===== config.mk =====
export PLATFORM = sky130hd
export DESIGN_NAME = pipe_field
export DESIGN_NICKNAME = d
export VERILOG_FILES = /design/src/rtl/pipe_field.sv
export SDC_FILE = /design/constraint.sdc
export NUM_CORES = 1
export LEC_CHECK = 0
export BUFFER_PORTS_ARGS = -buffer_cell sky130_fd_sc_hd__buf_2
export CORE_ASPECT_RATIO = 0.9
export CORE_MARGIN = 4
export CORE_UTILIZATION = 48
export DETAILED_ROUTE_END_ITERATION = 6
export PLACE_DENSITY = 0.71
export SLEW_MARGIN = 20
export SYNTH_ARGS = -nofsm -noshare
export SYNTH_HDL_FRONTEND = slang
export SYNTH_SLANG_ARGS = --single-unit

===== constraint.sdc =====
create_clock -name clk -period 6.7 [get_ports clk]
set_input_delay 1.34 -clock clk [delete_from_list [all_inputs] [get_ports clk]]
set_output_delay 1.34 -clock clk [all_outputs]
set_load 0.005 [all_outputs]

===== src/rtl/pipe_field.sv =====
// Scrolling pipe field: NUM_PIPES slots that scroll, spawn and retire once per frame,
// with bird collision detection and a saturating score counter.

module pipe_slot #(
  parameter int COORD_W     = 16,
  parameter int SPEED       = 5,
  parameter int OFFSCREEN_Y = -120,
  parameter int GAP_BASE    = 420
) (
  input  logic                      clk,
  input  logic                      rst,
  input  logic                      frame_i,
  input  logic                      idle_i,
  input  logic                      run_i,
  input  logic                      spawn_i,
  input  logic [COORD_W-1:0]        sh_x_i,
  input  logic [COORD_W-1:0]        sh_y_i,
  input  logic                      sh_v_i,
  input  logic                      sh_sub_i,
  input  logic signed [COORD_W-1:0] bird_x_i,
  input  logic signed [COORD_W-1:0] bird_y_i,
  output logic [COORD_W-1:0]        x_o,
  output logic [COORD_W-1:0]        y_o,
  output logic                      v_o,
  output logic                      hit_o,
  output logic                      qual_o
);
  localparam logic signed [COORD_W:0]   DY_LO = (COORD_W+1)'(-96);
  localparam logic signed [COORD_W:0]   DY_HI = (COORD_W+1)'(55);
  localparam logic signed [COORD_W:0]   DX_LO = (COORD_W+1)'(80);
  localparam logic signed [COORD_W:0]   DX_HI = (COORD_W+1)'(220);
  localparam logic signed [COORD_W:0]   OFF_Y = (COORD_W+1)'(OFFSCREEN_Y);
  localparam logic signed [COORD_W:0]   SPD   = (COORD_W+1)'(SPEED);
  localparam logic signed [COORD_W+1:0] Q_OFF = (COORD_W+2)'(40);
  localparam logic signed [COORD_W+1:0] Q_MAX = (COORD_W+2)'(SPEED-1);
  localparam logic signed [COORD_W+1:0] Q_MIN = (COORD_W+2)'(0);

  logic [COORD_W-1:0]        x_q, y_q, x_d, y_d;
  logic                      v_q, v_d;
  logic [COORD_W-1:0]        src_x, src_y;
  logic                      src_v, src_sub;
  logic signed [COORD_W:0]   src_ext, upd_y, dx, dy;
  logic signed [COORD_W+1:0] sq;

  // Collision and scoring look at the pipe before this frame's move.
  assign dy = $signed({y_q[COORD_W-1], y_q}) - $signed({bird_y_i[COORD_W-1], bird_y_i});
  assign dx = $signed({x_q[COORD_W-1], x_q}) - $signed({bird_x_i[COORD_W-1], bird_x_i});
  assign sq = $signed({{2{y_q[COORD_W-1]}}, y_q}) - $signed({{2{bird_y_i[COORD_W-1]}}, bird_y_i}) + Q_OFF;

  assign hit_o  = v_q && (dy >= DY_LO) && (dy <= DY_HI) && ((dx > DX_HI) || (dx < DX_LO));
  assign qual_o = v_q && (sq >= Q_MIN) && (sq <= Q_MAX);

  always_comb begin
    src_x   = x_q;
    src_y   = y_q;
    src_v   = v_q;
    src_sub = v_q;
    if (spawn_i) begin
      src_x   = sh_x_i;
      src_y   = sh_y_i;
      src_v   = sh_v_i;
      src_sub = sh_sub_i;
    end
    src_ext = $signed({src_y[COORD_W-1], src_y});
    upd_y   = src_sub ? src_ext - SPD : src_ext;
    x_d     = src_x;
    y_d     = upd_y[COORD_W-1:0];
    v_d     = src_v && (upd_y >= OFF_Y);
  end

  always_ff @(posedge clk or posedge rst) begin
    if (rst) begin
      x_q <= '0;
      y_q <= '0;
      v_q <= 1'b0;
    end else if (frame_i) begin
      if (idle_i) begin
        x_q <= COORD_W'(GAP_BASE);
        y_q <= COORD_W'(OFFSCREEN_Y);
        v_q <= 1'b0;
      end else if (run_i) begin
        x_q <= x_d;
        y_q <= y_d;
        v_q <= v_d;
      end
    end
  end

  assign x_o = x_q;
  assign y_o = y_q;
  assign v_o = v_q;
endmodule

module pipe_field #(
  parameter int NUM_PIPES    = 3,
  parameter int COORD_W      = 16,
  parameter int SPEED        = 5,
  parameter int SPAWN_PERIOD = 64,
  parameter int SPAWN_Y      = 480,
  parameter int GAP_BASE     = 420,
  parameter int OFFSCREEN_Y  = -120,
  parameter int GROUND_X     = 104,
  parameter int SCORE_W      = 8
) (
  input  logic                           clk,
  input  logic                           rst,
  input  logic                           new_frame,
  input  logic [1:0]                     mode,
  input  logic [7:0]                     random,
  input  logic signed [COORD_W-1:0]      bird_x,
  input  logic signed [COORD_W-1:0]      bird_y,
  output logic [NUM_PIPES*COORD_W-1:0]   pipe_x,
  output logic [NUM_PIPES*COORD_W-1:0]   pipe_y,
  output logic [NUM_PIPES-1:0]           pipe_valid,
  output logic                           hit,
  output logic                           score_pulse,
  output logic [SCORE_W-1:0]             score
);
  localparam int CNT_W = (SPAWN_PERIOD > 1) ? $clog2(SPAWN_PERIOD) : 1;
  localparam logic [CNT_W-1:0]          CNT_LAST = CNT_W'(SPAWN_PERIOD-1);
  localparam logic signed [COORD_W-1:0] GND_X    = COORD_W'(GROUND_X);

  logic [NUM_PIPES-1:0][COORD_W-1:0] x_s, y_s, sh_x, sh_y;
  logic [NUM_PIPES-1:0]              v_s, sh_v, sh_sub, hit_s, qual_s;
  logic [COORD_W-1:0]                new_x;
  logic [CNT_W-1:0]                  cnt_q;
  logic [SCORE_W-1:0]                score_q;
  logic                              hit_q, pulse_q;
  logic                              idle, run, spawn;

  assign idle  = (mode == 2'b00);
  assign run   = (mode == 2'b01);
  assign spawn = run && (cnt_q == '0);
  assign new_x = COORD_W'(GAP_BASE) + {{(COORD_W-8){1'b0}}, random};

  // Each slot shifts in from its upper neighbour; the top slot shifts in the fresh pipe unscrolled.
  for (genvar i = 0; i < NUM_PIPES; i++) begin : g_slot
    if (i < NUM_PIPES-1) begin : g_mid
      assign sh_x[i]   = x_s[i+1];
      assign sh_y[i]   = y_s[i+1];
      assign sh_v[i]   = v_s[i+1];
      assign sh_sub[i] = v_s[i+1];
    end else begin : g_top
      assign sh_x[i]   = new_x;
      assign sh_y[i]   = COORD_W'(SPAWN_Y);
      assign sh_v[i]   = 1'b1;
      assign sh_sub[i] = 1'b0;
    end

    pipe_slot #(
      .COORD_W(COORD_W), .SPEED(SPEED), .OFFSCREEN_Y(OFFSCREEN_Y), .GAP_BASE(GAP_BASE)
    ) u_slot (
      .clk(clk), .rst(rst), .frame_i(new_frame), .idle_i(idle), .run_i(run), .spawn_i(spawn),
      .sh_x_i(sh_x[i]), .sh_y_i(sh_y[i]), .sh_v_i(sh_v[i]), .sh_sub_i(sh_sub[i]),
      .bird_x_i(bird_x), .bird_y_i(bird_y),
      .x_o(x_s[i]), .y_o(y_s[i]), .v_o(v_s[i]), .hit_o(hit_s[i]), .qual_o(qual_s[i])
    );
  end

  always_ff @(posedge clk or posedge rst) begin
    if (rst) begin
      cnt_q   <= '0;
      score_q <= '0;
      hit_q   <= 1'b0;
      pulse_q <= 1'b0;
    end else begin
      pulse_q <= 1'b0;
      if (new_frame) begin
        if (idle) begin
          cnt_q   <= '0;
          score_q <= '0;
          hit_q   <= 1'b0;
        end else if (run) begin
          cnt_q <= (cnt_q == CNT_LAST) ? '0 : cnt_q + 1'b1;
          if ((|hit_s) || (bird_x <= GND_X))
            hit_q <= 1'b1;
          // Any number of qualifying pipes is worth one point; pulse fires even when saturated.
          if (!hit_q && (|qual_s)) begin
            score_q <= (&score_q) ? score_q : score_q + 1'b1;
            pulse_q <= 1'b1;
          end
        end
      end
    end
  end

  assign pipe_x      = x_s;
  assign pipe_y      = y_s;
  assign pipe_valid  = v_s;
  assign hit         = hit_q;
  assign score_pulse = pulse_q;
  assign score       = score_q;
endmodule


==> results of run 1 <==
synthesized netlist by cell type (all sizes together) (23+ instances only):
master / instances
ha: 91
mux2i: 34
a21oi: 112
inv: 71
nor2b: 23
xnor2: 48
clkbuf: 50
o21ai: 122
buf: 37
nand2: 131
nand3: 36
xor2: 30
o211ai: 26
nor2: 148
nand2b: 23
dfrtp: 97
o21a: 24
nor3: 57
critical path, delay by kind of cell:
family          cells  cell delay, ps
xor+xnor            1             340
fa+ha+maj           2             630
buf+inv             1             140
simple gates        5            1480
compound gates      6            1510
cell type report:
cell class | instances | share of cell area
clock inverter | 5 | 0.00817
sequential | 97 | 0.191
timing repair buffer | 147 | 0.0602
tap | 302 | 0.0297
antenna | 1 | 0.000197
clock buffer | 11 | 0.0183
multi-input combinational | 1287 | 0.671
inverter | 71 | 0.0212
stage by stage:
step                      cell area [um^2]  hold WS [ps]   util  cells
after floorplan                      11700           468      -   1542
after global placement               12400           490  0.526   1904
after detailed placement             12400           492  0.526   1904
after CTS                            12700           511  0.540   1920
after global routing                 12700           535  0.540   1920
final                                12700           512  0.540   1921
flip-flops by register name (all words and copies together), names as in the netlist:
name,count
g_slot.u_slot.y_o,48
score,8
g_slot.u_slot.x_o,30
hit,1
cnt_q,6
g_slot.u_slot.v_o,3
score_pulse,1
routing by layer:
layer | vias to the layer above | share of wire | track usage
li1 | 5808 | - | -
met1 | 5642 | 0.45 | 0.396
met2 | 487 | 0.44 | 0.422
met3 | 58 | 0.093 | 0.0516
met4 | 0 | 0.023 | 0.0730
met5 | - | 0 | 0
cells in the final DEF, fill, tap and decap left out, types with 23 or more instances in the layout:
| cell type | netlist | final |
|---|---|---|
| o21ai_0 | 113 | 113 |
| nand3_1 | 36 | 36 |
| xnor2_1 | 48 | 48 |
| buf_2 | 4 | 135 |
| xor2_1 | 30 | 30 |
| nor3_1 | 57 | 57 |
| nand2_1 | 130 | 130 |
| mux2i_1 | 34 | 34 |
| o211ai_1 | 26 | 26 |
| nand2b_1 | 23 | 23 |
| a21oi_1 | 112 | 112 |
| nor2_1 | 147 | 147 |
| inv_1 | 71 | 70 |
| o21a_1 | 24 | 24 |
| ha_1 | 91 | 91 |
| dfrtp_1 | 97 | 97 |
worst min-delay path by stage:
stage,startpoint,to,depth (start not counted)
after global placement,cnt_q[5]$_DFFE_PP0P_,cnt_q[5]$_DFFE_PP0P_,1
after floorplan,cnt_q[5]$_DFFE_PP0P_,cnt_q[5]$_DFFE_PP0P_,1
after detailed placement,cnt_q[5]$_DFFE_PP0P_,cnt_q[5]$_DFFE_PP0P_,1
after CTS,cnt_q[5]$_DFFE_PP0P_,cnt_q[5]$_DFFE_PP0P_,1
final,cnt_q[5]$_DFFE_PP0P_,cnt_q[5]$_DFFE_PP0P_,1
after global routing,g_slot[0].u_slot.x_o[8]$_DFFE_PP0P_,g_slot[0].u_slot.x_o[8]$_DFFE_PP0P_,1
logic make-up (layout without fill, tap and decap cells):
kind of cell               after synthesis  after routing  share of synthesized area
xor gates and xnor gates                78             78                     0.0589
buffers and inverters                  158            234                     0.0609
AOI/OAI and AO/OA                      493            493                      0.284
DFF                                     97             97                      0.209
adders and majority gates               97             97                      0.109
other                                    1             19                   0.000323
muxes                                   40             40                     0.0352
and+or+nand+nor                        561            561                      0.243
power by group:
group,switching (mW),internal (mW)
registers,0.204,0.653
logic,1.00,0.686
clock network,0.233,0.366
==> results.json, run 1 <==
{
  "wl_per_cell_um": 19.6,
  "grt_remaining_overflow": 0,
  "cp.arrival_ps": 5450,
  "dieArea_um2": 26700,
  "n_fill_cell": 2254,
  "cp-start-kind": "input port",
  "grt_pass1_wl_um": 59200,
  "ir_drop_mv": 0.113,
  "drt_wl_total_um": 37700,
  "grt_pass1_vias": 11200,
  "cts_sinks": 97,
  "place_ws_ps": 1200,
  "reg2reg_from": "g_slot[2].u_slot.y_o[0]$_DFFE_PP0P_",
  "cts_resized": 0,
  "slowest_delay_ps": 530,
  "io_buffer_count": 135,
  "multi_input_area_um2": 8540,
  "fp.dieH_um": 155,
  "fin_crit_sh": 0.772,
  "worst-path-max-fanout": 16,
  "path_common_cell": "a21oi_1",
  "crit_path_end_kind": "register",
  "cts_hold_buf": 0,
  "drtPass1Iterations": 5,
  "synth.yosys.seq_area_share": 0.209,
  "cts_tree": "done",
  "reg2regPathDepth": 15,
  "crit_path_end": "score[7]$_DFFE_PP0P_",
  "worstHoldPathType": "reg2reg",
  "power-per-cell-area_nw_per_um2": 247,
  "critPathLaunch": "bird_y[0]",
  "area_growth_pct": 9.63,
  "drc_errors": 0,
  "num_vias": 12000,
  "layout.nets": 1755,
  "htreeDepth": 3,
  "avgViaCountPerCell": 6.24,
  "slew_violations": 0,
  "power.leakage_nw": 5.38,
  "antenna_found_initial": 0,
  "core-area_um2": 23500,
  "max_freq_mhz": 193,
  "synth_async_sr_flop_share": 1.00,
  "synth-seq-cells": 97,
  "relSlewSlack": 0.430,
  "clock_latency_ps": 350,
  "synth.avg_cell_area_um2": 7.61,
  "totalPowerFinal_mw": 3.14,
  "detail-route-antenna-nets": 0,
  "dr.first_iter.drc_count": 940,
  "clkSlewWorstSetupHoldPaths_ps": 70,
  "gp_congestion": 0.951,
  "rsz0062_at_grt": "no",
  "path_class": "in2reg",
  "reg2reg_slack_ps": 1990,
  "finalSetupViolations": 0,
  "clk_path_buf_depth": 2,
  "layout-drive-gt1-share": 0.123,
  "setup_slack_ps": 1520,
  "yosysTopAreaCell": "dfrtp_1",
  "synth_largest_type_area_fraction": 0.209,
  "yosys_warnings": 0,
  "boundaryPins": 154,
  "regArea_um2": 2430,
  "rows": 53,
  "clockRootBuffer": "clkbuf_16",
  "hold_viol": 0,
  "maxCapViolCount": 0,
  "ys_types": 91,
  "synth_edf_count": 0,
  "rr_endpoint": "score[7]$_DFFE_PP0P_",
  "cts_setup_buffers": 0,
  "synth_cells": 1525,
  "synth_ff_type": "dfrtp_1",
  "start_util": 0.493,
  "worst_pin_slew_ps": 847,
  "dpl.hpwl_um": 29300,
  "ys_top_cells_by_area": "dfrtp_1 21%, ha_1 9.8%, o21ai_0 4.9%, a21oi_1 4.8%, nor2_1 4.8%",
  "grt_max_degree": 61,
  "netlist_area_um2": 11600,
  "cts_made_buffers": 9,
  "fin_crit_ps": 5180,
  "status": "finished, final reports clean",
  "fin_skew_ps": 11.8,
  "crit_required_ps": 6980,
  "crit_chain": "buf_2 -> ha_1 -> fa_1 -> nand2b_1 -> a21oi_1 -> o211ai_1 -> nand2_1 -> xor2_1 -> nand3_1 -> o41ai_1 -> a31oi_1 -> nor4_2 -> a311oi_4 -> or4_1 -> a21oi_1",
  "slowest_stage": "or4_1",
  "fin_tns_setup_ps": 0,
  "grt_usage": 0.274,
  "die_w_um": 172
}
Note: power is estimated with default switching activity, not from simulation.
==> inputs of run 2 (changes only) <==
--- a/config.mk
+++ b/config.mk
@@ -10,7 +10,7 @@
 export CORE_MARGIN = 4
 export CORE_UTILIZATION = 48
 export DETAILED_ROUTE_END_ITERATION = 6
-export PLACE_DENSITY = 0.71
+export PLACE_DENSITY = 0.74
 export SLEW_MARGIN = 20
 export SYNTH_ARGS = -nofsm -noshare
 export SYNTH_HDL_FRONTEND = slang
==> constraint.sdc (replaced) <==
create_clock -name clk -period 4.51 [get_ports clk]
set_input_delay 0.902 -clock clk [delete_from_list [all_inputs] [get_ports clk]]
set_output_delay 0.902 -clock clk [all_outputs]
set_load 0.005 [all_outputs]
==> run 2 against run 1 <==
Against the previous run: global-route usage up 2.0 points; combinational power up 98%; design area up 13%; hold slack better by 17 ps; critical endpoint is now score[4]$_DFFE_PP0P_; largest cell class unchanged; highest routed layer unchanged.
==> results.json, run 2 (synthesized netlist as in run 1, its figures left out) <==
{
  "status": "finished, final reports clean",
  "cp-start-kind": "input port",
  "layout_commonest_cell": "buf_4",
  "fin_crit_sh": 0.972,
  "drc_errors": 0,
  "worst-path-max-fanout": 6,
  "io_buffer_count": 135,
  "dr.first_iter.drc_count": 1189,
  "cts_sinks": 97,
  "detail-route-antenna-nets": 0,
  "power-per-cell-area_nw_per_um2": 369,
  "layout_common_cells": "197 x buf_4, 146 x nor2_1, 134 x buf_2, 130 x nand2_1, 113 x o21ai_0",
  "path_buf_inv": 2,
  "layout-drive-gt1-share": 0.231,
  "boundaryPins": 154,
  "crit_chain": "buf_2 -> ha_1 -> fa_1 -> nand2b_1 -> a21bo_2 -> a211oi_4 -> nor3_1 -> and4b_2 -> o2111a_1 -> a21oi_1 -> or4_1 -> a211oi_4 -> a311oi_4 -> buf_4 -> or4_1 -> nand2_1",
  "clkSlewWorstSetupHoldPaths_ps": 90,
  "drtPass1Iterations": 6,
  "fin_cells": 2113,
  "grt_remaining_overflow": 0,
  "relSlewSlack": 0.385,
  "drt_wl_total_um": 40500,
  "hold_viol": 0,
  "ir_drop_mv": 0.230,
  "dieArea_um2": 26700,
  "path_class": "in2reg",
  "grt_usage": 0.294,
  "max_freq_mhz": 228,
  "dpl.hpwl_um": 31600,
  "avgViaCountPerCell": 6.13,
  "n_antenna_cell": 0,
  "setup_slack_ps": 124,
  "fin_crit_ps": 4390,
  "crit_path_end_kind": "register",
  "maxCapViolCount": 0,
  "grt_pass1_wl_um": 63600,
  "slowest_delay_ps": 580,
  "rsz0062_at_grt": "yes",
  "fin_skew_ps": 17.9,
  "fp.dieH_um": 155,
  "crit_family": "simple AND/OR/NAND/NOR gates",
  "core-area_um2": 23500,
  "layout.nets": 1948,
  "start_util": 0.493,
  "clk_path_buf_depth": 2,
  "finalSetupViolations": 0,
  "dp.cells": 2087,
  "worstHoldPathType": "reg2reg",
  "cts_made_buffers": 9,
  "power.leakage_nw": 6.37,
  "antenna_found_initial": 0,
  "grt_pass1_vias": 12000,
  "worst_pin_slew_ps": 921,
  "grt_max_degree": 59,
  "n_fill_cell": 2019,
  "area_growth_pct": 24.2,
  "place_ws_ps": -281,
  "crit_required_ps": 4830,
  "htreeDepth": 3,
  "clock_latency_ps": 370,
  "num_vias": 13000,
  "cts_tree": "done",
  "slew_violations": 0,
  "utilization": 0.612,
  "die_w_um": 172,
  "wl_per_cell_um": 19.2,
  "clockRootBuffer": "clkbuf_16",
  "largest_reg_flops": 48,
  "gp_congestion": 0.958,
  "rows": 53,
  "cts_hold_buf": 0,
  "slowest_stage": "or4_1",
  "cp.arrival_ps": 4700
}
[run 2: cell types whose count changed in the layout (fill, tap and decap cells not counted), moves of 3 or more]
cell / before / now
buf_4: 12 / 197
a211oi_1: 10 / 7
bufinv_16: 3 / 0
a21oi_1: 112 / 109
buf_12: 0 / 6
a21oi_2: 0 / 3
clkinv_8: 0 / 3
[run 2: worst paths after layout]
check / from / to / slack [ps] / depth (start not counted)
min in group asynchronous: rst / g_slot[1].u_slot.x_o[1]$_DFFE_PP0P_ / 600 / 2
worst min-delay path: g_slot[0].u_slot.x_o[7]$_DFFE_PP0P_ / g_slot[0].u_slot.x_o[7]$_DFFE_PP0P_ / 530 / 1
worst min register to register: g_slot[0].u_slot.x_o[7]$_DFFE_PP0P_ / g_slot[0].u_slot.x_o[7]$_DFFE_PP0P_ / 530 / 1
worst max register to register: g_slot[1].u_slot.y_o[0]$_DFFE_PP0P_ / score[4]$_DFFE_PP0P_ / 260 / 16
worst max-delay path: bird_y[0] / score[4]$_DFFE_PP0P_ / 120 / 16
max in group asynchronous: rst / g_slot[0].u_slot.y_o[9]$_DFFE_PP0P_ / 2960 / 3
[run 2: report_power, final]
group | switching, mW | internal [mW]
clock network | 0.450 | 0.403
registers | 0.150 | 0.973
logic | 1.82 | 1.52
total | 2.42 | 2.89
[run 2: cell type report]
| cell class | instances | area [um^2] | area share |
|---|---|---|---|
| Sequential cell | 97 | 2430 | 0.169 |
| Timing Repair Buffer | 339 | 2290 | 0.159 |
| Clock buffer | 9 | 225 | 0.0156 |
| Clock inverter | 7 | 91.3 | 0.00634 |
| Tap cell | 302 | 378 | 0.0262 |
| Multi-Input combinational cell | 1288 | 8720 | 0.606 |
| Inverter | 71 | 269 | 0.0187 |
[run 2: what timing repair did]
item | 4_1_cts | 5_1_grt
resized for setup | 0 | 30
setup endpoints to repair | 0 | 11
setup buffers | 0 | 9
[run 2: routing by layer]
metal  global-route usage  vias up  wire, um
li1                     -     6200         -
met1                0.427     6074     17900
met2                0.453      609     17700
met3               0.0569       72      3970
met4               0.0707        0       929
met5                    0        -         0
[run 2: stage by stage]
step | hold WS (ps) | instance area (um^2) | setup TNS, ps | power [mW]
after floorplan | 468 | 11700 | 0 | 3.07
after global placement | 490 | 13800 | -1450 | 4.24
after detailed placement | 503 | 13800 | -1780 | 4.30
after CTS | 523 | 14200 | 0 | 5.16
after global routing | 550 | 14400 | -17.9 | 5.69
final | 530 | 14400 | 0 | 5.32
